<file path="src/rtl/keypad_pkg.sv">
// Shared types and helpers for the 4x4 hex keypad scanner.
package keypad_pkg;

    typedef enum logic [1:0] {
        SCAN       = 2'd0,
        DEBOUNCE   = 2'd1,
        PRESSED    = 2'd2,
        RELEASE_DB = 2'd3
    } scan_state_t;

    typedef logic [3:0] key_code_t;
    typedef logic [1:0] idx_t;

    function automatic key_code_t make_code(input idx_t row, input idx_t col);
        return {row, col};
    endfunction

    // Lowest-numbered active-low bit wins when several rows are down.
    function automatic idx_t first_low(input logic [3:0] v);
        idx_t idx;
        if (!v[0])      idx = 2'd0;
        else if (!v[1]) idx = 2'd1;
        else if (!v[2]) idx = 2'd2;
        else if (!v[3]) idx = 2'd3;
        else            idx = 2'd0;
        return idx;
    endfunction

endpackage

</file>
<file path="src/rtl/keypad_scanner_if.sv">
// Key event channel: valid/ready key code plus held and overrun status.
interface keypad_scanner_if;
    import keypad_pkg::*;

    key_code_t key_code;
    logic      key_valid;
    logic      key_ready;
    logic      key_held;
    logic      overrun;

    modport master (
        output key_code,
        output key_valid,
        output key_held,
        output overrun,
        input  key_ready
    );

    modport slave (
        input  key_code,
        input  key_valid,
        input  key_held,
        input  overrun,
        output key_ready
    );
endinterface

</file>
<file path="src/rtl/keypad_sync2.sv">
// Two-flop synchronizer for the asynchronous row lines.
// Latency 2 clocks; no backpressure (free-running sampler).
module keypad_sync2 #(
    parameter int             W       = 4,
    parameter logic [W-1:0]   RST_VAL = '1
) (
    input  logic         clk,
    input  logic         rst_n,
    input  logic [W-1:0] d_i,
    output logic [W-1:0] q_o
);
    logic [W-1:0] s1_q, s1_d;
    logic [W-1:0] s2_q, s2_d;

    always_comb begin
        s1_d = d_i;
        s2_d = s1_q;
    end

    always_ff @(posedge clk or negedge rst_n) begin
        if (!rst_n) begin
            s1_q <= RST_VAL;
            s2_q <= RST_VAL;
        end else begin
            s1_q <= s1_d;
            s2_q <= s2_d;
        end
    end

    assign q_o = s2_q;
endmodule

</file>
<file path="src/rtl/keypad_scanner.sv">
// 4x4 keypad scanner: column strobe, row debounce, one key code per press (auto-repeat with KEYPAD_REPEAT_EN).
// Latency 2 + up to 4*SCAN_DIV + DEBOUNCE_CYC + 1 clocks from a clean press to key_valid.
// Single-entry output register; an event arriving while it is full and not draining is dropped with an overrun pulse.
module keypad_scanner
    import keypad_pkg::*;
#(
    parameter int SCAN_DIV      = 1000,
    parameter int DEBOUNCE_CYC  = 20000,
    parameter int REPEAT_DELAY  = 500000,
    parameter int REPEAT_PERIOD = 100000
) (
    input  logic                     clk,
    input  logic                     rst_n,
    input  logic [3:0]               row_n_i,
    output logic [3:0]               col_n_o,
    keypad_scanner_if.master         key_if
);
    // One timer serves scan, debounce and repeat phases; they never run at the same time.
    localparam int MAX_SD  = (SCAN_DIV > DEBOUNCE_CYC) ? SCAN_DIV : DEBOUNCE_CYC;
    localparam int MAX_RP  = (REPEAT_DELAY > REPEAT_PERIOD) ? REPEAT_DELAY : REPEAT_PERIOD;
    localparam int TMR_MAX = (MAX_SD > MAX_RP) ? MAX_SD : MAX_RP;
    localparam int TW      = $clog2(TMR_MAX + 1);

    localparam logic [TW-1:0] SCAN_LAST = TW'(SCAN_DIV - 1);
    localparam logic [TW-1:0] DB_LAST   = TW'(DEBOUNCE_CYC - 1);
`ifdef KEYPAD_REPEAT_EN
    localparam logic [TW-1:0] RPT_FIRST_LAST = TW'(REPEAT_DELAY - 1);
    localparam logic [TW-1:0] RPT_NEXT_LAST  = TW'(REPEAT_PERIOD - 1);
`endif

    logic [3:0] rs;

    keypad_sync2 #(.W(4), .RST_VAL(4'hF)) u_sync (
        .clk   (clk),
        .rst_n (rst_n),
        .d_i   (row_n_i),
        .q_o   (rs)
    );

    scan_state_t    state_q, state_d;
    idx_t           col_q, col_d;
    idx_t           row_q, row_d;
    logic [TW-1:0]  tmr_q, tmr_d;
    logic           held_q, held_d;
    key_code_t      code_q, code_d;
    logic           vld_q, vld_d;
    logic           ovr_q, ovr_d;
`ifdef KEYPAD_REPEAT_EN
    logic           rpt_first_q, rpt_first_d;
`endif

    logic ev;
    logic row_low;
    logic xfer;

    // State register
    always_ff @(posedge clk or negedge rst_n) begin
        if (!rst_n) begin
            state_q <= SCAN;
            col_q   <= '0;
            row_q   <= '0;
            tmr_q   <= '0;
            held_q  <= 1'b0;
            code_q  <= '0;
            vld_q   <= 1'b0;
            ovr_q   <= 1'b0;
`ifdef KEYPAD_REPEAT_EN
            rpt_first_q <= 1'b1;
`endif
        end else begin
            state_q <= state_d;
            col_q   <= col_d;
            row_q   <= row_d;
            tmr_q   <= tmr_d;
            held_q  <= held_d;
            code_q  <= code_d;
            vld_q   <= vld_d;
            ovr_q   <= ovr_d;
`ifdef KEYPAD_REPEAT_EN
            rpt_first_q <= rpt_first_d;
`endif
        end
    end

    // Next-state logic; every timer path resets or stops at its terminal count, so it never wraps.
    always_comb begin
        state_d = state_q;
        col_d   = col_q;
        row_d   = row_q;
        tmr_d   = tmr_q;
        held_d  = held_q;
        ev      = 1'b0;
        row_low = ~rs[row_q];
`ifdef KEYPAD_REPEAT_EN
        rpt_first_d = rpt_first_q;
`endif
        unique case (state_q)
            SCAN: begin
                if (tmr_q == SCAN_LAST) begin
                    tmr_d = '0;
                    if (rs != 4'hF) begin
                        row_d   = first_low(rs);
                        state_d = DEBOUNCE;
                    end else begin
                        col_d = col_q + 2'd1;
                    end
                end else begin
                    tmr_d = tmr_q + 1'b1;
                end
            end
            DEBOUNCE: begin
                if (!row_low) begin
                    state_d = SCAN;
                    col_d   = col_q + 2'd1;
                    tmr_d   = '0;
                end else if (tmr_q == DB_LAST) begin
                    ev      = 1'b1;
                    held_d  = 1'b1;
                    state_d = PRESSED;
                    tmr_d   = '0;
`ifdef KEYPAD_REPEAT_EN
                    rpt_first_d = 1'b1;
`endif
                end else begin
                    tmr_d = tmr_q + 1'b1;
                end
            end
            PRESSED: begin
                if (!row_low) begin
                    state_d = RELEASE_DB;
                    tmr_d   = '0;
                end
`ifdef KEYPAD_REPEAT_EN
                else if (tmr_q == (rpt_first_q ? RPT_FIRST_LAST : RPT_NEXT_LAST)) begin
                    ev          = 1'b1;
                    tmr_d       = '0;
                    rpt_first_d = 1'b0;
                end else begin
                    tmr_d = tmr_q + 1'b1;
                end
`endif
            end
            RELEASE_DB: begin
                // Row dropping again is release bounce: back to PRESSED without a new event.
                if (row_low) begin
                    state_d = PRESSED;
                    tmr_d   = '0;
`ifdef KEYPAD_REPEAT_EN
                    rpt_first_d = 1'b1;
`endif
                end else if (tmr_q == DB_LAST) begin
                    state_d = SCAN;
                    held_d  = 1'b0;
                    col_d   = col_q + 2'd1;
                    tmr_d   = '0;
                end else begin
                    tmr_d = tmr_q + 1'b1;
                end
            end
            default: begin
                state_d = SCAN;
                tmr_d   = '0;
            end
        endcase
    end

    // Outputs: column strobe and the single-entry event register.
    always_comb begin
        col_n_o = ~(4'b0001 << col_q);
        xfer    = vld_q & key_if.key_ready;
        code_d  = code_q;
        vld_d   = vld_q;
        ovr_d   = 1'b0;
        if (ev) begin
            if (!vld_q || xfer) begin
                code_d = make_code(row_q, col_q);
                vld_d  = 1'b1;
            end else begin
                ovr_d = 1'b1;
            end
        end else if (xfer) begin
            vld_d = 1'b0;
        end
    end

    assign key_if.key_code  = code_q;
    assign key_if.key_valid = vld_q;
    assign key_if.key_held  = held_q;
    assign key_if.overrun   = ovr_q;
endmodule
</file>
<file path="src/flat_wrapper.sv">
// flat-port wrapper written by rule: the top's interface ports become plain ports
module keypad_scanner_flat import keypad_pkg::*;
#(
    parameter int SCAN_DIV      = 1000,
    parameter int DEBOUNCE_CYC  = 20000,
    parameter int REPEAT_DELAY  = 500000,
    parameter int REPEAT_PERIOD = 100000
)
  (clk, rst_n, row_n_i, col_n_o, key_if_key_code, key_if_key_valid, key_if_key_held, key_if_overrun, key_if_key_ready);
  keypad_scanner_if key_if_i ();
  input  logic clk;
  input  logic rst_n;
  input  logic [3:0] row_n_i;
  output logic [3:0] col_n_o;
  output wire logic [$bits(key_if_i.key_code)-1:0] key_if_key_code;
  output wire logic [$bits(key_if_i.key_valid)-1:0] key_if_key_valid;
  output wire logic [$bits(key_if_i.key_held)-1:0] key_if_key_held;
  output wire logic [$bits(key_if_i.overrun)-1:0] key_if_overrun;
  input wire logic [$bits(key_if_i.key_ready)-1:0] key_if_key_ready;
  assign key_if_key_code = key_if_i.key_code;
  assign key_if_key_valid = key_if_i.key_valid;
  assign key_if_key_held = key_if_i.key_held;
  assign key_if_overrun = key_if_i.overrun;
  assign key_if_i.key_ready = key_if_key_ready;
  keypad_scanner #(.SCAN_DIV(SCAN_DIV), .DEBOUNCE_CYC(DEBOUNCE_CYC), .REPEAT_DELAY(REPEAT_DELAY), .REPEAT_PERIOD(REPEAT_PERIOD)) u_core (.clk(clk), .rst_n(rst_n), .row_n_i(row_n_i), .col_n_o(col_n_o), .key_if(key_if_i));
endmodule
</file>
<file path="config.mk">
export PLATFORM = sky130hd
export DESIGN_NAME = keypad_scanner_flat
export DESIGN_NICKNAME = d
export VERILOG_FILES = /design/src/rtl/keypad_pkg.sv /design/src/rtl/keypad_scanner_if.sv /design/src/rtl/keypad_sync2.sv /design/src/rtl/keypad_scanner.sv /design/src/flat_wrapper.sv
export SDC_FILE = /design/constraint.sdc
export NUM_CORES = 1
export LEC_CHECK = 0
export BUFFER_PORTS_ARGS = -buffer_cell sky130_fd_sc_hd__buf_4
export CORE_UTILIZATION = 55
export DETAILED_ROUTE_END_ITERATION = 6
export PLACE_DENSITY = 0.82
export SLEW_MARGIN = 10
export SYNTH_ARGS = -nofsm -noshare
export SYNTH_HDL_FRONTEND = slang
export SYNTH_SLANG_ARGS = --single-unit
</file>
<file path="constraint.sdc">
create_clock -name clk -period 4.7 [get_ports clk]
set_input_delay 0.47 -clock clk [delete_from_list [all_inputs] [get_ports clk]]
set_output_delay 0.47 -clock clk [all_outputs]
set_load 0.02 [all_outputs]
</file>
# ---- Word level (Yosys, flattened, before mapping)
# Cells that the tools add are included.
dict set report totals {
  ff_bits 40
  in_bits 7
  out_inout_bits 11
  elab_cells 85
}
dict set report op_classes {
  add_sub_neg 2
  order_cmp 1
  n_eq_ne 18
  n_shift 1
  n_mux 39
  bitwise 2
  n_reduce_logical 12
}
# op count
set op_table {}
lappend op_table {{19-bit 2-to-1 mux} 5}
lappend op_table {{19-bit one-hot mux with 4 select lines} 1}
lappend op_table {{2-bit 2-to-1 mux} 16}
lappend op_table {{19-bit by 1-bit adder with 19-bit output, second input constant} 1}
lappend op_table {{19-bit by 10-bit == test with 1-bit output, second input constant} 1}
lappend op_table {{19-bit by 15-bit == test with 1-bit output, second input constant} 1}
lappend op_table {{2-bit by 1-bit inequality test with 1-bit output, second input constant} 7}
lappend op_table {{1-bit 2-to-1 mux} 13}
lappend op_table {{5-bit AND reduction} 2}
lappend op_table {{2-bit one-hot mux with 4 select lines} 1}
lappend op_table {{2-bit inequality test, second input constant} 3}
lappend op_table {{2-bit one-hot mux with 3 select lines} 1}
lappend op_table {{6-bit AND reduction} 1}
lappend op_table {{2-bit == test, second input constant} 2}
lappend op_table {{4-bit inequality test, second input constant} 1}
lappend op_table {{4-bit inverter} 1}
lappend op_table {{2-bit AND reduction} 2}
lappend op_table {{2-bit nonzero test} 2}
lappend op_table {{1-bit by 2-bit << shifter with 4-bit output, first input constant} 1}
lappend op_table {{2-bit by 3-bit less-than comparator with 1-bit output, second input constant} 1}
lappend op_table {{3-bit by 1-bit inequality test with 1-bit output, second input constant} 1}
lappend op_table {{3-bit inequality test, second input constant} 1}
lappend op_table {{3-bit AND reduction} 1}
lappend op_table {{3-bit nonzero test} 1}
lappend op_table {{8 further kinds} 8}

# ---- Depth between registers and ports, before layout
dict set report depth {
  ltp_word 6
  mapped_depth 8
  depth_no_buf 6
}

# ---- By module
# A second synthesis with hierarchy kept.
dict set report unflattened {
  cells_unflattened 177
  area_unflattened_um2 2001.9
}
# mod n_inst cells_per_inst area_each_um2 seq_area_each_um2
set by_module_without_submodules {}
lappend by_module_without_submodules {keypad_scanner 1 169 1791.7 800.8}
lappend by_module_without_submodules {keypad_sync2 1 8 210.2 210.2}

# ---- Worst setup path before layout
# No wires, ideal clock.
dict set report synth_path {
  path_type {flip-flop to flip-flop}
  start {register u_core.tmr_q[13]}
  end {register u_core.col_q[1]}
  setup_time_ns 0.125
  arrival_ns 2.032
  required_time_ns 4.575
  slack_ns 2.543
  stages_incl_launch_ff 7
  n_path_buf 0
  synth_period_minus_slack_ns 2.157
  cell_sequence {dfrtp_1 -> nor4_1 -> nand4_1 -> or4_4 -> o31ai_2 -> a21boi_1 -> mux2_4}
}
dict set report synth_via {
  elab_chain_cells 3
  word_cells_on_any_way 5
  cone_classes {eq/ne (4); reduce/logical (1)}
}
# element line
set synth_rtl {}
lappend synth_rtl {{start: declaration} keypad_scanner.sv:43} ;# logic [TW-1:0] tmr_q, tmr_d;
lappend synth_rtl {{start signal: assignment} keypad_scanner.sv:74} ;# tmr_q <= tmr_d;
lappend synth_rtl {{19-bit by 10-bit == test with 1-bit output / 19-bit by 15-bit == test with 1-bit output (equally long branches)} {keypad_scanner.sv:99, keypad_scanner.sv:151}}
lappend synth_rtl {{2-bit by 1-bit inequality test with 1-bit output (no source line)} n/a}
lappend synth_rtl {{6-bit AND reduction (no source line) (*)} n/a}
lappend synth_rtl {{end signal: assignment} keypad_scanner.sv:72} ;# col_q <= col_d;
lappend synth_rtl {{end: declaration} keypad_scanner.sv:41} ;# idx_t col_q, col_d;
# Every way passes the cells marked *; elsewhere a longest branch is shown, timed or not.
# A chain may end at the register's enable or synchronous reset.

# ---- Worst setup path after layout
dict set report layout_path {
  start {register u_core.tmr_q[13]}
  end {register u_core.tmr_q[5]}
}
dict set report layout_via {
  elab_chain_cells 4
  word_cells_on_any_way 7
  cone_classes {eq/ne (2); mux (5)}
}
# element line
set layout_rtl {}
lappend layout_rtl {{19-bit by 15-bit == test with 1-bit output} {keypad_scanner.sv:116, keypad_scanner.sv:151}}
lappend layout_rtl {{19-bit 2-to-1 mux} {keypad_scanner.sv:116, keypad_scanner.sv:151}}
lappend layout_rtl {{19-bit 2-to-1 mux, on equally long branches} {keypad_scanner.sv:145, keypad_scanner.sv:112}}
lappend layout_rtl {{19-bit one-hot mux with 4 select lines (*)} keypad_scanner.sv:97} ;# unique case (state_q)
# Marks and branches as above.

==> summary.txt <==
Status
  • Outcome: completed

Die
  • Placeable Area: 3340 sq um
  • Initial Util: 0.579
  • Die X: 61.2 um
  • Row Count: 21
  • Die height: 61.2 um
  • Num ports: 18
  • Die area: 3750 sq um

STA
  • Final Cycle Share: 0.538
  • Final Critical Period: 2530 ps
  • Unrepaired setup endpoints after global routing: false
  • Fin. max-slew vios: 0
  • Clock Skews: 16.2 ps
  • Achievable frequency: 396 MHz
  • Final setup fails: 0
  • Setup TNS: 0 ps
  • Worst slew margin: 0.610
  • Slew @ Worst Pin: 586 ps
  • Worst hold margin: 71.7 ps
  • Final Hold Fails: 0

Critical path
  • CP startpoint kind: flop
  • Max FO, Critical Path: 17
  • CP Class: flop to flop
  • Critical path's slowest cell: or4_4
  • Max incr delay on CP: 600 ps
  • Critical-path cell list: nor4_1 -> nand4_1 -> or4_4 -> a2bb2oi_2 -> and3_1 -> nor2_1
  • WP data arrival: 2720 ps
  • CP endpoint kind: flop
  • Required @ worst endpoint: 4900 ps

Place
  • Placed cell area: 2090 sq um
  • Post-placement cell count: 238
  • IO buf count: 17
  • Hpwl dp: 2440 um
  • Routability cong.: 0.828

Global route
  • GRT overflow: 0
  • First-pass GRT wire length: 5440 um
  • GR Layer Usage met3: 0.0651
  • Most used routing layer in global routing: met2
  • Met2 usage: 0.328
  • Largest net degree at the start of global routing: 41
  • Initial antenna violation count: 0
  • Number of global-route vias before repair: 1279
  • Gr usage total: 0.202
  • M1 GR Usage: 0.255

Drt
  • Routed Antenna Nets: 0
  • Remaining routing DRC violations: 0
  • Post-DR wirelength/cell: 13.6 um
  • DR vias: 1350
  • Vias per std cell: 5.49
  • Starting DRC count in detailed routing: 47
  • Post-Route WL: 3360 um
  • Drt pass-1 iters: 4

Synthesis
  • Post-synth top flop: dfrtp_1
  • Sequential share of the synthesized area: 0.524
  • Synth top area share: 0.415
  • Post-synth EDFFs: 0
  • Net count after synthesis: 191
  • Synth cell types: 39
  • Synth top cells by count: 32 x dfrtp_1, 29 x nor2_1, 15 x nand2_1
  • Syn Std Cell Area: 1930 sq um
  • Post-synth top area cell: dfrtp_1
  • Flops & latches, synth: 40
  • Syn_area_per_cell: 10.8 sq um
  • Share of async-settable or async-resettable flops after synthesis: 1.00
  • Leading post-synthesis cells by cell area: dfrtp_1 41%, dfstp_2 11%, nor2_1 5.6%
  • Most frequent cell after synthesis: dfrtp_1
  • Synthesis warning total: 0
  • Post-Synthesis Cells: 179

Power
  • Maximum VDD drop: 0.000169 V
  • Leak: 0.000963 uW
  • Pwr dens: 247 nW/um^2

Finish
  • Fin nets: 211
  • Area grow syn2layout: 10.6%
  • Final core occ: 0.640
  • FILL cells: 279
  • ANT cells: 0
  • Fin cells: 246
  • Design area: 2140 sq um
  • Share of cells above drive strength 1: 0.220

Clocking
  • Post-CTS sizing: 0
  • Setup bufs post-CTS: 0
  • TritonCTS clock tree: yes
  • Root Buffer: clkbuf_4
  • Num CTS Buffers: 5
  • Worst-Skew Late Latency: 340 ps
  • Clock buffer depth: 2
  • H-tree depth: 2
  • CTS sink cnt: 40
  • Cts hold-fix bufs: 0
  • CTS clk-pin slew, worst paths: 120 ps

Worst hold path
  • Hold Path Class: primary input to asynchronous set/reset pin

Job
  • Number of max-cap violations: 0
==> cell families after synthesis <==
family | share of synthesized area
mux | 0.0557
simple gates | 0.213
flops | 0.524
compound gates | 0.0609
xor+xnor | 0.0771
buf+inv | 0.0369
fa+ha+maj | 0.0324
==> routing by layer <==
| metal | vias up | wire [um] |
|---|---|---|
| met3 | 4 | 138 |
| met4 | 0 | 33 |
| met1 | 655 | 1490 |
| met2 | 39 | 1700 |
| li1 | 652 | - |
| met5 | - | 0 |
==> critical path: cells and delay by family (launching register included) <==
kind             cells  cell delay [ps]
AO/OA/AOI/OAI        1              190
flip-flops           1              430
AND/OR/NAND/NOR      5             1770
==> layout make-up <==
| class | instances | area [sq um] | share of cell area |
|---|---|---|---|
| clock inverters | 1 | 5.00 | 0.00234 |
| multi-input cells | 124 | 848 | 0.397 |
| inverters | 11 | 41.3 | 0.0193 |
| repair buffers | 17 | 128 | 0.0598 |
| flip-flops and latches | 40 | 1010 | 0.473 |
| well taps | 46 | 57.6 | 0.0269 |
| clock buffers | 7 | 45.0 | 0.0211 |
==> cells in the final DEF (no fill, tap or decap), types with 6 or more instances in the layout <==
master / count
xnor2_1: 12
nand4_1: 6
inv_1: 11
buf_4: 17
nor2_1: 29
dfstp_2: 8
nand3_1: 6
dfrtp_1: 32
nand2_1: 15
==> where the power goes <==
group	leakage [uW]	internal (uW)	switching, uW
Sequential	0.000517	350	2.07
Clock	0.0000293	58.4	103
Combinational	0.000417	4.49	8.77
Total	0.000963	413	114
==> registers in the layout, summed over array words and instances, names as in the netlist, named ones only <==
name and count:
u_core.key_if.key_valid 1, u_core.row_q 2, u_core.state_q 1, u_core.key_if.key_code 4, u_core.key_if.overrun 1, u_core.key_if.key_held 1, u_core.u_sync.q_o 4, u_core.col_q 2
u_core.u_sync.s1_q 4, u_core.tmr_q 19
==> path summary, 6_finish.rpt <==
path | startpoint | to | slack, ps | cells past startpoint
max in group asynchronous | rst_n | u_core.u_sync.q_o[3]$_DFF_PN1_ | 4250 | 1
hold reg to reg | u_core.u_sync.s1_q[2]$_DFF_PN1_ | u_core.u_sync.q_o[2]$_DFF_PN1_ | 360 | 0
setup reg to reg | u_core.tmr_q[13]$_DFFE_PN0P_ | u_core.tmr_q[5]$_DFFE_PN0P_ | 2170 | 6
hold / removal | rst_n | u_core.tmr_q[3]$_DFFE_PN0P_ | 70 | 1
setup / recovery | u_core.tmr_q[13]$_DFFE_PN0P_ | u_core.tmr_q[5]$_DFFE_PN0P_ | 2170 | 6
min in group clk | row_n_i[1] | u_core.u_sync.s1_q[1]$_DFF_PN1_ | 230 | 1
==> stage by stage <==
step	worst slack, ps	power [uW]
after floorplan	2540	361
after global placement	2250	372
after detailed placement	2190	373
after CTS	2180	534
after global routing	1960	549
final	2170	527
Note: power is estimated with default switching activity, not from simulation.
